[config.mk]
export PLATFORM = sky130hd
export DESIGN_NAME = adder_axi_master
export DESIGN_NICKNAME = d
export VERILOG_FILES = /design/src/rtl/adder_axi_master.sv
export SDC_FILE = /design/constraint.sdc
export NUM_CORES = 1
export LEC_CHECK = 0
export BUFFER_PORTS_ARGS = -buffer_cell sky130_fd_sc_hd__buf_2
export CAP_MARGIN = 30
export CORE_MARGIN = 2
export CORE_UTILIZATION = 53
export DETAILED_ROUTE_END_ITERATION = 7
export GPL_ROUTABILITY_DRIVEN = 0
export HOLD_SLACK_MARGIN = 0.1
export PLACE_DENSITY = 0.87
export SYNTH_ARGS = -nofsm -noshare
export SYNTH_HDL_FRONTEND = slang
export SYNTH_SLANG_ARGS = --single-unit
[constraint.sdc]
create_clock -name m1_axi_aclk -period 5.5 [get_ports m1_axi_aclk]
set_input_delay 0.825 -clock m1_axi_aclk [delete_from_list [all_inputs] [get_ports m1_axi_aclk]]
set_output_delay 0.825 -clock m1_axi_aclk [all_outputs]
set_load 0.02 [all_outputs]
[src/rtl/adder_axi_master.sv]
// adder_axi_master: AXI4-Lite master that runs one adder-slave transaction
// per command: write A, write B, read sum, read overflow flag. The result
// is returned on a valid/ready result port.
//
// Optional feature macro: M1_AXI_TIMEOUT_EN
//   When defined, every bus phase is bounded by TIMEOUT_CYCLES. A phase that
//   hits the limit ends the command with res_err=1 and a zeroed result.
//
// state  | meaning
// IDLE   | cmd_ready high, waiting for a command
// WR_A   | writing operand A to ADDR_A (AW, W, B tracked independently)
// WR_B   | writing operand B to ADDR_B
// RD_SUM | reading ADDR_SUM into res_sum
// RD_OVF | reading ADDR_OVF, bit 0 into res_overflow
// RESP   | res_valid high until res_ready
module adder_axi_master #(
    parameter int                    DATA_WIDTH     = 32,
    parameter int                    ADDR_WIDTH     = 8,
    parameter logic [ADDR_WIDTH-1:0] ADDR_A         = 'h0,
    parameter logic [ADDR_WIDTH-1:0] ADDR_B         = 'h4,
    parameter logic [ADDR_WIDTH-1:0] ADDR_SUM       = 'h8,
    parameter logic [ADDR_WIDTH-1:0] ADDR_OVF       = 'hC,
    parameter int                    TIMEOUT_CYCLES = 64
) (
    input  logic                    m1_axi_aclk,
    input  logic                    m1_axi_areset,
    input  logic                    cmd_valid,
    output logic                    cmd_ready,
    input  logic [DATA_WIDTH-1:0]   cmd_a,
    input  logic [DATA_WIDTH-1:0]   cmd_b,
    output logic                    res_valid,
    input  logic                    res_ready,
    output logic [DATA_WIDTH-1:0]   res_sum,
    output logic                    res_overflow,
    output logic                    res_err,
    output logic [ADDR_WIDTH-1:0]   m1_axi_awaddr,
    output logic                    m1_axi_awvalid,
    input  logic                    m1_axi_awready,
    output logic [DATA_WIDTH-1:0]   m1_axi_wdata,
    output logic [DATA_WIDTH/8-1:0] m1_axi_wstrb,
    output logic                    m1_axi_wvalid,
    input  logic                    m1_axi_wready,
    input  logic                    m1_axi_bresp,
    input  logic                    m1_axi_bvalid,
    output logic                    m1_axi_bready,
    output logic [ADDR_WIDTH-1:0]   m1_axi_araddr,
    output logic                    m1_axi_arvalid,
    input  logic                    m1_axi_arready,
    input  logic [DATA_WIDTH-1:0]   m1_axi_rdata,
    input  logic                    m1_axi_rresp,
    input  logic                    m1_axi_rvalid,
    output logic                    m1_axi_rready
);

    localparam logic [2:0] IDLE   = 3'd0;
    localparam logic [2:0] WR_A   = 3'd1;
    localparam logic [2:0] WR_B   = 3'd2;
    localparam logic [2:0] RD_SUM = 3'd3;
    localparam logic [2:0] RD_OVF = 3'd4;
    localparam logic [2:0] RESP   = 3'd5;

    logic [2:0]            state;
    logic [2:0]            state_nxt;
    logic                  entering;
    logic [DATA_WIDTH-1:0] op_b;
    logic                  aw_done, w_done, b_done, ar_done;
    logic                  aw_hs, w_hs, b_hs, ar_hs, r_hs;
    logic                  in_wr, in_rd;
    logic                  wr_done, rd_done;
    logic                  tmo_hit;

    // Responses are not checked; the timeout limit is unused in the default build.
    logic unused_inputs;
    assign unused_inputs = ^{m1_axi_bresp, m1_axi_rresp, (TIMEOUT_CYCLES == 0)};

    assign aw_hs = m1_axi_awvalid && m1_axi_awready;
    assign w_hs  = m1_axi_wvalid  && m1_axi_wready;
    assign b_hs  = m1_axi_bvalid  && m1_axi_bready;
    assign ar_hs = m1_axi_arvalid && m1_axi_arready;
    // ar_done is registered, so an R beat only counts in a cycle after the AR handshake.
    assign r_hs  = m1_axi_rvalid  && m1_axi_rready && ar_done;

    assign in_wr   = (state == WR_A) || (state == WR_B);
    assign in_rd   = (state == RD_SUM) || (state == RD_OVF);
    assign wr_done = in_wr && (aw_done || aw_hs) && (w_done || w_hs) && (b_done || b_hs);
    assign rd_done = in_rd && r_hs;

    // Next-state selection; a timeout abandons the current phase.
    always_comb begin
        state_nxt = state;
        case (state)
            IDLE:    if (cmd_valid && cmd_ready) state_nxt = WR_A;
            WR_A:    if (wr_done) state_nxt = WR_B;   else if (tmo_hit) state_nxt = RESP;
            WR_B:    if (wr_done) state_nxt = RD_SUM; else if (tmo_hit) state_nxt = RESP;
            RD_SUM:  if (rd_done) state_nxt = RD_OVF; else if (tmo_hit) state_nxt = RESP;
            RD_OVF:  if (rd_done || tmo_hit) state_nxt = RESP;
            RESP:    if (res_valid && res_ready) state_nxt = IDLE;
            default: state_nxt = IDLE;
        endcase
    end

    assign entering = (state_nxt != state);

    // State register, command acceptance and operand B capture.
    always_ff @(posedge m1_axi_aclk or posedge m1_axi_areset) begin
        if (m1_axi_areset) begin
            state     <= IDLE;
            cmd_ready <= 1'b0;
            op_b      <= '0;
        end else begin
            state     <= state_nxt;
            cmd_ready <= (state_nxt == IDLE);
            if (state == IDLE && cmd_valid && cmd_ready) begin
                op_b <= cmd_b;
            end
        end
    end

    // Write address/data/response channels; each completion is remembered separately.
    always_ff @(posedge m1_axi_aclk or posedge m1_axi_areset) begin
        if (m1_axi_areset) begin
            m1_axi_awaddr  <= '0;
            m1_axi_awvalid <= 1'b0;
            m1_axi_wdata   <= '0;
            m1_axi_wstrb   <= '0;
            m1_axi_wvalid  <= 1'b0;
            m1_axi_bready  <= 1'b0;
            aw_done        <= 1'b0;
            w_done         <= 1'b0;
            b_done         <= 1'b0;
        end else if (entering) begin
            aw_done        <= 1'b0;
            w_done         <= 1'b0;
            b_done         <= 1'b0;
            m1_axi_awvalid <= (state_nxt == WR_A) || (state_nxt == WR_B);
            m1_axi_wvalid  <= (state_nxt == WR_A) || (state_nxt == WR_B);
            m1_axi_bready  <= (state_nxt == WR_A) || (state_nxt == WR_B);
            if (state_nxt == WR_A) begin
                // Operand A goes straight from the command port; it is not needed later.
                m1_axi_awaddr <= ADDR_A;
                m1_axi_wdata  <= cmd_a;
                m1_axi_wstrb  <= '1;
            end else if (state_nxt == WR_B) begin
                m1_axi_awaddr <= ADDR_B;
                m1_axi_wdata  <= op_b;
                m1_axi_wstrb  <= '1;
            end
        end else begin
            if (aw_hs) begin
                m1_axi_awvalid <= 1'b0;
                aw_done        <= 1'b1;
            end
            if (w_hs) begin
                m1_axi_wvalid <= 1'b0;
                w_done        <= 1'b1;
            end
            if (b_hs) begin
                b_done <= 1'b1;
            end
        end
    end

    // Read address/data channels.
    always_ff @(posedge m1_axi_aclk or posedge m1_axi_areset) begin
        if (m1_axi_areset) begin
            m1_axi_araddr  <= '0;
            m1_axi_arvalid <= 1'b0;
            m1_axi_rready  <= 1'b0;
            ar_done        <= 1'b0;
        end else if (entering) begin
            ar_done        <= 1'b0;
            m1_axi_arvalid <= (state_nxt == RD_SUM) || (state_nxt == RD_OVF);
            m1_axi_rready  <= (state_nxt == RD_SUM) || (state_nxt == RD_OVF);
            if (state_nxt == RD_SUM) begin
                m1_axi_araddr <= ADDR_SUM;
            end else if (state_nxt == RD_OVF) begin
                m1_axi_araddr <= ADDR_OVF;
            end
        end else if (ar_hs) begin
            m1_axi_arvalid <= 1'b0;
            ar_done        <= 1'b1;
        end
    end

    // Result capture and result handshake.
    always_ff @(posedge m1_axi_aclk or posedge m1_axi_areset) begin
        if (m1_axi_areset) begin
            res_valid    <= 1'b0;
            res_sum      <= '0;
            res_overflow <= 1'b0;
        end else begin
            if (state == RESP && state_nxt == IDLE) begin
                res_valid <= 1'b0;
            end else if (state != RESP && state_nxt == RESP) begin
                res_valid <= 1'b1;
            end
            if (tmo_hit) begin
                res_sum      <= '0;
                res_overflow <= 1'b0;
            end else if (state == RD_SUM && rd_done) begin
                res_sum <= m1_axi_rdata;
            end else if (state == RD_OVF && rd_done) begin
                res_overflow <= m1_axi_rdata[0];
            end
        end
    end

`ifdef M1_AXI_TIMEOUT_EN
    localparam int TMO_W = $clog2(TIMEOUT_CYCLES) + 1;

    logic [TMO_W-1:0] tmo_cnt;

    assign tmo_hit = (in_wr || in_rd) && !wr_done && !rd_done &&
                     (tmo_cnt == TMO_W'(TIMEOUT_CYCLES - 1));

    // Per-phase cycle counter and sticky error flag for the current command.
    always_ff @(posedge m1_axi_aclk or posedge m1_axi_areset) begin
        if (m1_axi_areset) begin
            tmo_cnt <= '0;
            res_err <= 1'b0;
        end else begin
            if (entering) begin
                tmo_cnt <= '0;
            end else if (in_wr || in_rd) begin
                tmo_cnt <= tmo_cnt + TMO_W'(1);
            end
            if (tmo_hit) begin
                res_err <= 1'b1;
            end else if (state == RESP && state_nxt == IDLE) begin
                res_err <= 1'b0;
            end
        end
    end
`else
    assign tmo_hit = 1'b0;
    assign res_err = 1'b0;
`endif

endmodule
Yosys cells after proc, flatten, opt, wreduce, memory -nomap -nowiden

Cells that the tools add are included.

Bits in registers: 131
Bits of input ports: 107
Word-level logic and storage cells: 100

Equality and inequality tests: 12
Mux-type cells: 31
Bitwise gates (word level): 1
Reductions and logical operators: 37

Operator list:

| cell               | number |
|---|---|
| $mux 32            | 2 |
| $mux 8             | 4 |
| $logic_and 1x1->1  | 18 |
| $mux 3             | 6 |
| $pmux 3 s6         | 1 |
| $mux 1             | 16 |
| $reduce_bool 2->1  | 7 |
| $eq 3x2->1 const B | 4 |
| $eq 3x3->1 const B | 4 |
| $mux 4             | 2 |
| $logic_or 1x1->1   | 7 |
| $eq 3x1->1 const B | 2 |
| $logic_not 3->1    | 2 |
| $reduce_and 2->1   | 3 |
| $ne 3x3->1         | 1 |
| $ne 3x3->1 const B | 1 |
| $not 1->1          | 1 |

Depth between registers and ports, before layout

Depth in word-level cells: 11
Mapped depth: 8
Mapped depth without buffers: 5

Worst setup path before layout

No wires, ideal clock.

Kind: input -> register
From: input port m1_axi_awready
To: register m1_axi_wdata[10]
Setup time: 125 ps
Data arrival time: 2412 ps
Data required time: 5375 ps
Slack: 2963 ps
Stages on the path: 6
Buffers on the path: 1
Cell sequence: a21oi_1 nor3_1 a211oi_2 a211oi_4 buf_8 mux2_4

Cells in the longest elaborated chain, start to end: 10

Ends and longest elaborated chain:

| item                                            | line     | text |
|---|---|---|
| start, declared                                 | 38       | `input logic m1_axi_awready,` |
| $logic_and 1x1->1 (*)                           | 76       | `assign aw_hs = m1_axi_awvalid && m1_axi_awready;` |
| $logic_or 1x1->1 (*)                            | 85       | `assign wr_done = in_wr && (aw_done \|\| aw_hs) && (w_done \|\| w_hs) && (b_done \|\| b_hs);` |
| $logic_and 1x1->1 (*) (3 in series)             | 85       |  |
| $mux 3 (on tied branches)                       | 94, 93   |  |
| $pmux 3 s6 (*)                                  | 91       | `case (state)` |
| $eq 3x1->1 / $eq 3x2->1 (equally long branches) | 138, 143 |  |
| $reduce_bool 2->1 (no line)                     | --       |  |
| $reduce_and 2->1 (no line)                      | --       |  |
| end signal, assigned                            | 141      | `m1_axi_wdata <= cmd_a;` |
| end signal, assigned                            | 145      | `m1_axi_wdata <= op_b;` |
| end, declared                                   | 39       | `output logic [DATA_WIDTH-1:0] m1_axi_wdata,` |

Mark *: on every way between the ends. The rest lies on a longest branch, timed or not.
A chain may end at the register's enable or synchronous reset.

Worst setup path in the final report

From: register state[0]
To: register m1_axi_wdata[30]

Cells in the longest elaborated chain, start to end: 10

Ends and longest elaborated chain:

| item                                            | line     | text |
|---|---|---|
| start, declared                                 | 62       | `logic [2:0] state;` |
| start signal, assigned                          | 111      | `state <= state_nxt;` |
| $eq 3x1->1 / $eq 3x2->1 (equally long branches) | 83, 91   |  |
| $logic_or 1x1->1                                | 83       | `assign in_wr = (state == WR_A) \|\| (state == WR_B);` |
| $logic_and 1x1->1 (3 in series)                 | 85       |  |
| $mux 3 (on tied branches)                       | 94, 93   |  |
| $pmux 3 s6                                      | 91       |  |
| $eq 3x1->1 / $eq 3x2->1 (equally long branches) | 138, 143 |  |
| $reduce_bool 2->1 (no line)                     | --       |  |
| $reduce_and 2->1 (no line)                      | --       |  |

Several ways; a longest one is shown, not always the timed one.

==> flow_summary.ini <==
[grt]
groute.layer.met2.usage_pct = 38.87
gr-usage-met3_pct = 6.019
grt_pass1_vias = 3733
final_global_route_overflow_total = 0
grt_use_met1_pct = 27.39
antenna_violations_before_repair = 0
top_usage_layer = met2
gr-usage-all-layers_pct = 22.88
wire_length_of_the_first_global_routing_pass_mm = 18.19
grt_start_max_net_pins = 70

[routing]
wl_mm = 11.37
via_count_of_the_routed_design = 3532
final_antenna_net_count = 0
detail_route.drc_violations = 0
detail_route.wl_per_cell_um = 16.72
drt_iter0_markers = 107
drt_first_pass_iters = 4
post_drt_via_cell_ratio = 5.194

[logic_synthesis]
mappedNetlistArea_sq_um = 5105
synth.top_cells.by_count = 115 x sky130_fd_sc_hd__dfrtp_1, 103 x sky130_fd_sc_hd__mux2_2, 26 x sky130_fd_sc_hd__mux2_4
yosys_warnings = 0
synthDistinctLibCells = 33
synth-async-reset-ratio_pct = 100.0
synth_top_cells_by_area = sky130_fd_sc_hd__dfrtp_1 56%, sky130_fd_sc_hd__mux2_2 23%, sky130_fd_sc_hd__mux2_4 7.6%
ys_seq_elements = 115
synth-edff-count = 0
synth_flop_cell = sky130_fd_sc_hd__dfrtp_1
post_synth_inst_count = 351
post-synth-top-area-fraction_pct = 56.37
synth_sequential_area_ratio_pct = 56.37
synth_top_cell_by_area = sky130_fd_sc_hd__dfrtp_1
avgSynthCellArea_sq_um = 14.54
yosys.cell_count.top_type = sky130_fd_sc_hd__dfrtp_1

[worst_setup_path]
cp_max_fo = 36
ff_to_ff_path_depth = 6
cp.required_ps = 5890
critical_path_arrival_ps = 3580
critPathKind = flip-flop to flip-flop
critical_path.startpoint_type = flip-flop
ff2ff_setup_slack_ps = 2310
critical_path_capture_point_type = flip-flop

[clock_tree]
numCtsBuffers = 17
cts_tree = yes
total_of_cells_resized_after_clock_tree_synthesis = 0
clk_latency_ps = 510
postCtsSetupBuffers = 0
cts_max_level = 4
cts-root-to-sink-buffers = 2
hold_buffers = 0
ctsRootBufferMaster = sky130_fd_sc_hd__clkbuf_8
clkSlewWorstSetupHoldPaths_ps = 60
tritoncts_num_sinks = 115

[die]
floorplan.core_area_sq_um = 9284
dieArea_sq_um = 10430
overall_die_height_um = 102.1
floorplan.die.width_um = 102.1
row_count = 35
floorplan.io_pins = 200
start_util_pct = 54.99

[sta]
tightest_slew_ps = 954.0
timing.final.max_slew_violations = 0
totalNegativeSetupSlack_ps = 0
skew_ps = 8.930
maxSlewHeadroom_pct = 36.40
fin_crit_ps = 3189
layout_worst_path_cycle_share_pct = 57.99
final-hold-violation-count = 0
rsz0062_at_grt = false
setup_viol_count_final = 0
fmaxAchievable_mhz = 313.5

[placed_design]
io_port_bufs = 183
hpwl_mm = 7.947
dpl_cell_area_sq_um = 6062

[final_layout]
nets = 644
area_delta_synth_final_pct = 30.39
area.sequential_sq_um = 2878
final.fill_count = 669
multiInputGateArea_sq_um = 2043
design_area_final_sq_um = 6656
proportion_of_layout_cells_with_a_drive_suffix_above_1_pct = 65.09

[hold_path]
holdCritPathClass = input pin to async pin

[pwr]
leakage_power_uw = 0.003399
power_per_cell_area_nw_per_um2 = 622.1
vdd_drop_max_mv = 0.3250

[run_status]
run_status = finished clean

[flow_run]
cap_viol_max_count = 0
## cells in the final DEF (no fill, tap or decap), types with 4 or more instances in the layout
cell type and instances:
sky130_fd_sc_hd__clkinvlp_4 5, sky130_fd_sc_hd__dfrtp_1 115, sky130_fd_sc_hd__mux2_4 26, sky130_fd_sc_hd__buf_2 183, sky130_fd_sc_hd__nand2_1 9, sky130_fd_sc_hd__inv_1 4, sky130_fd_sc_hd__clkbuf_16 16, sky130_fd_sc_hd__nand2b_1 4
sky130_fd_sc_hd__a21oi_1 11, sky130_fd_sc_hd__nor2_1 8, sky130_fd_sc_hd__o21bai_1 5, sky130_fd_sc_hd__conb_1 14, sky130_fd_sc_hd__mux2_2 103
## kinds of logic (layout without fill, tap and decap cells)
logic type	count (synthesis)	in the layout	synth area share (%)
multiplexers	129	129	30.37
flip-flops	115	115	56.37
AND/OR/NAND/NOR	39	39	4.363
buffers and inverters	38	224	4.780
AO/OA/AOI/OAI	29	29	4.044
other	1	15	0.07346
## cell type report
class                           count  share of cell area, %
Sequential cell                   115                  43.23
Inverter                            5                 0.3195
Timing Repair Buffer              187                  14.40
Clock inverter                     13                  2.406
Antenna cell                        1                0.03759
Multi-Input combinational cell    211                  30.70
Tap cell                          129                  2.425
Clock buffer                       19                  6.485
## final timing paths
path,start,to
min in group m1_axi_aclk,m1_axi_araddr[3]$_DFFE_PP0P_,m1_axi_araddr[3]$_DFFE_PP0P_
max in group asynchronous,m1_axi_areset,res_sum[21]$_DFFE_PP0P_
min reg2reg,m1_axi_araddr[3]$_DFFE_PP0P_,m1_axi_araddr[3]$_DFFE_PP0P_
max reg2reg,state[0]$_DFF_PP0_,m1_axi_wdata[30]$_DFFE_PP0P_
max,state[0]$_DFF_PP0_,m1_axi_wdata[30]$_DFFE_PP0P_
min,m1_axi_areset,res_sum[29]$_DFFE_PP0P_
## where the power goes
part	switching [uW]	internal [uW]	total [uW]
clock network	389	699	1090
logic	811	861	1670
registers	196	1180	1380
## state kept, by name, summed over array words and instances (netlist names), 2 cells and up
register	flops
state	3
res_sum	32
m1_axi_wdata	32
m1_axi_araddr	2
op_b	32
## through the flow
| stage | utilization [%] | worst slack [ps] | hold WS, ps | total power (uW) | std cells |
|---|---|---|---|---|---|
| 2_1_floorplan | - | 1631 | 475.0 | 2646 | 364 |
| 3_3_place_gp | 65.08 | 2153 | 449.0 | 2958 | 646 |
| 3_5_place_dp | 65.30 | 2120 | 471.3 | 3065 | 647 |
| 4_1_cts | 71.67 | 2274 | 398.5 | 4178 | 679 |
| 5_1_grt | 71.67 | 2122 | 429.9 | 4356 | 679 |
| 6_report | 71.70 | 2311 | 387.4 | 4141 | 680 |
## routing by layer
| metal | up-vias | share of wire, % |
|---|---|---|
| met3 | 20 | 5.9 |
| met4 | 0 | 1.9 |
| met5 | - | 0 |
| li1 | 1583 | - |
| met2 | 145 | 53 |
| met1 | 1784 | 40 |
## critical path, cell delays in order, from the launching register on
cell	delay (ps)
sky130_fd_sc_hd__dfrtp_1	500
sky130_fd_sc_hd__inv_1	230
sky130_fd_sc_hd__and4_2	910
sky130_fd_sc_hd__a21oi_1	180
sky130_fd_sc_hd__a211oi_4	270
sky130_fd_sc_hd__buf_4	540
sky130_fd_sc_hd__mux2_2	410
No activity file was read; power rests on OpenSTA's default activity.
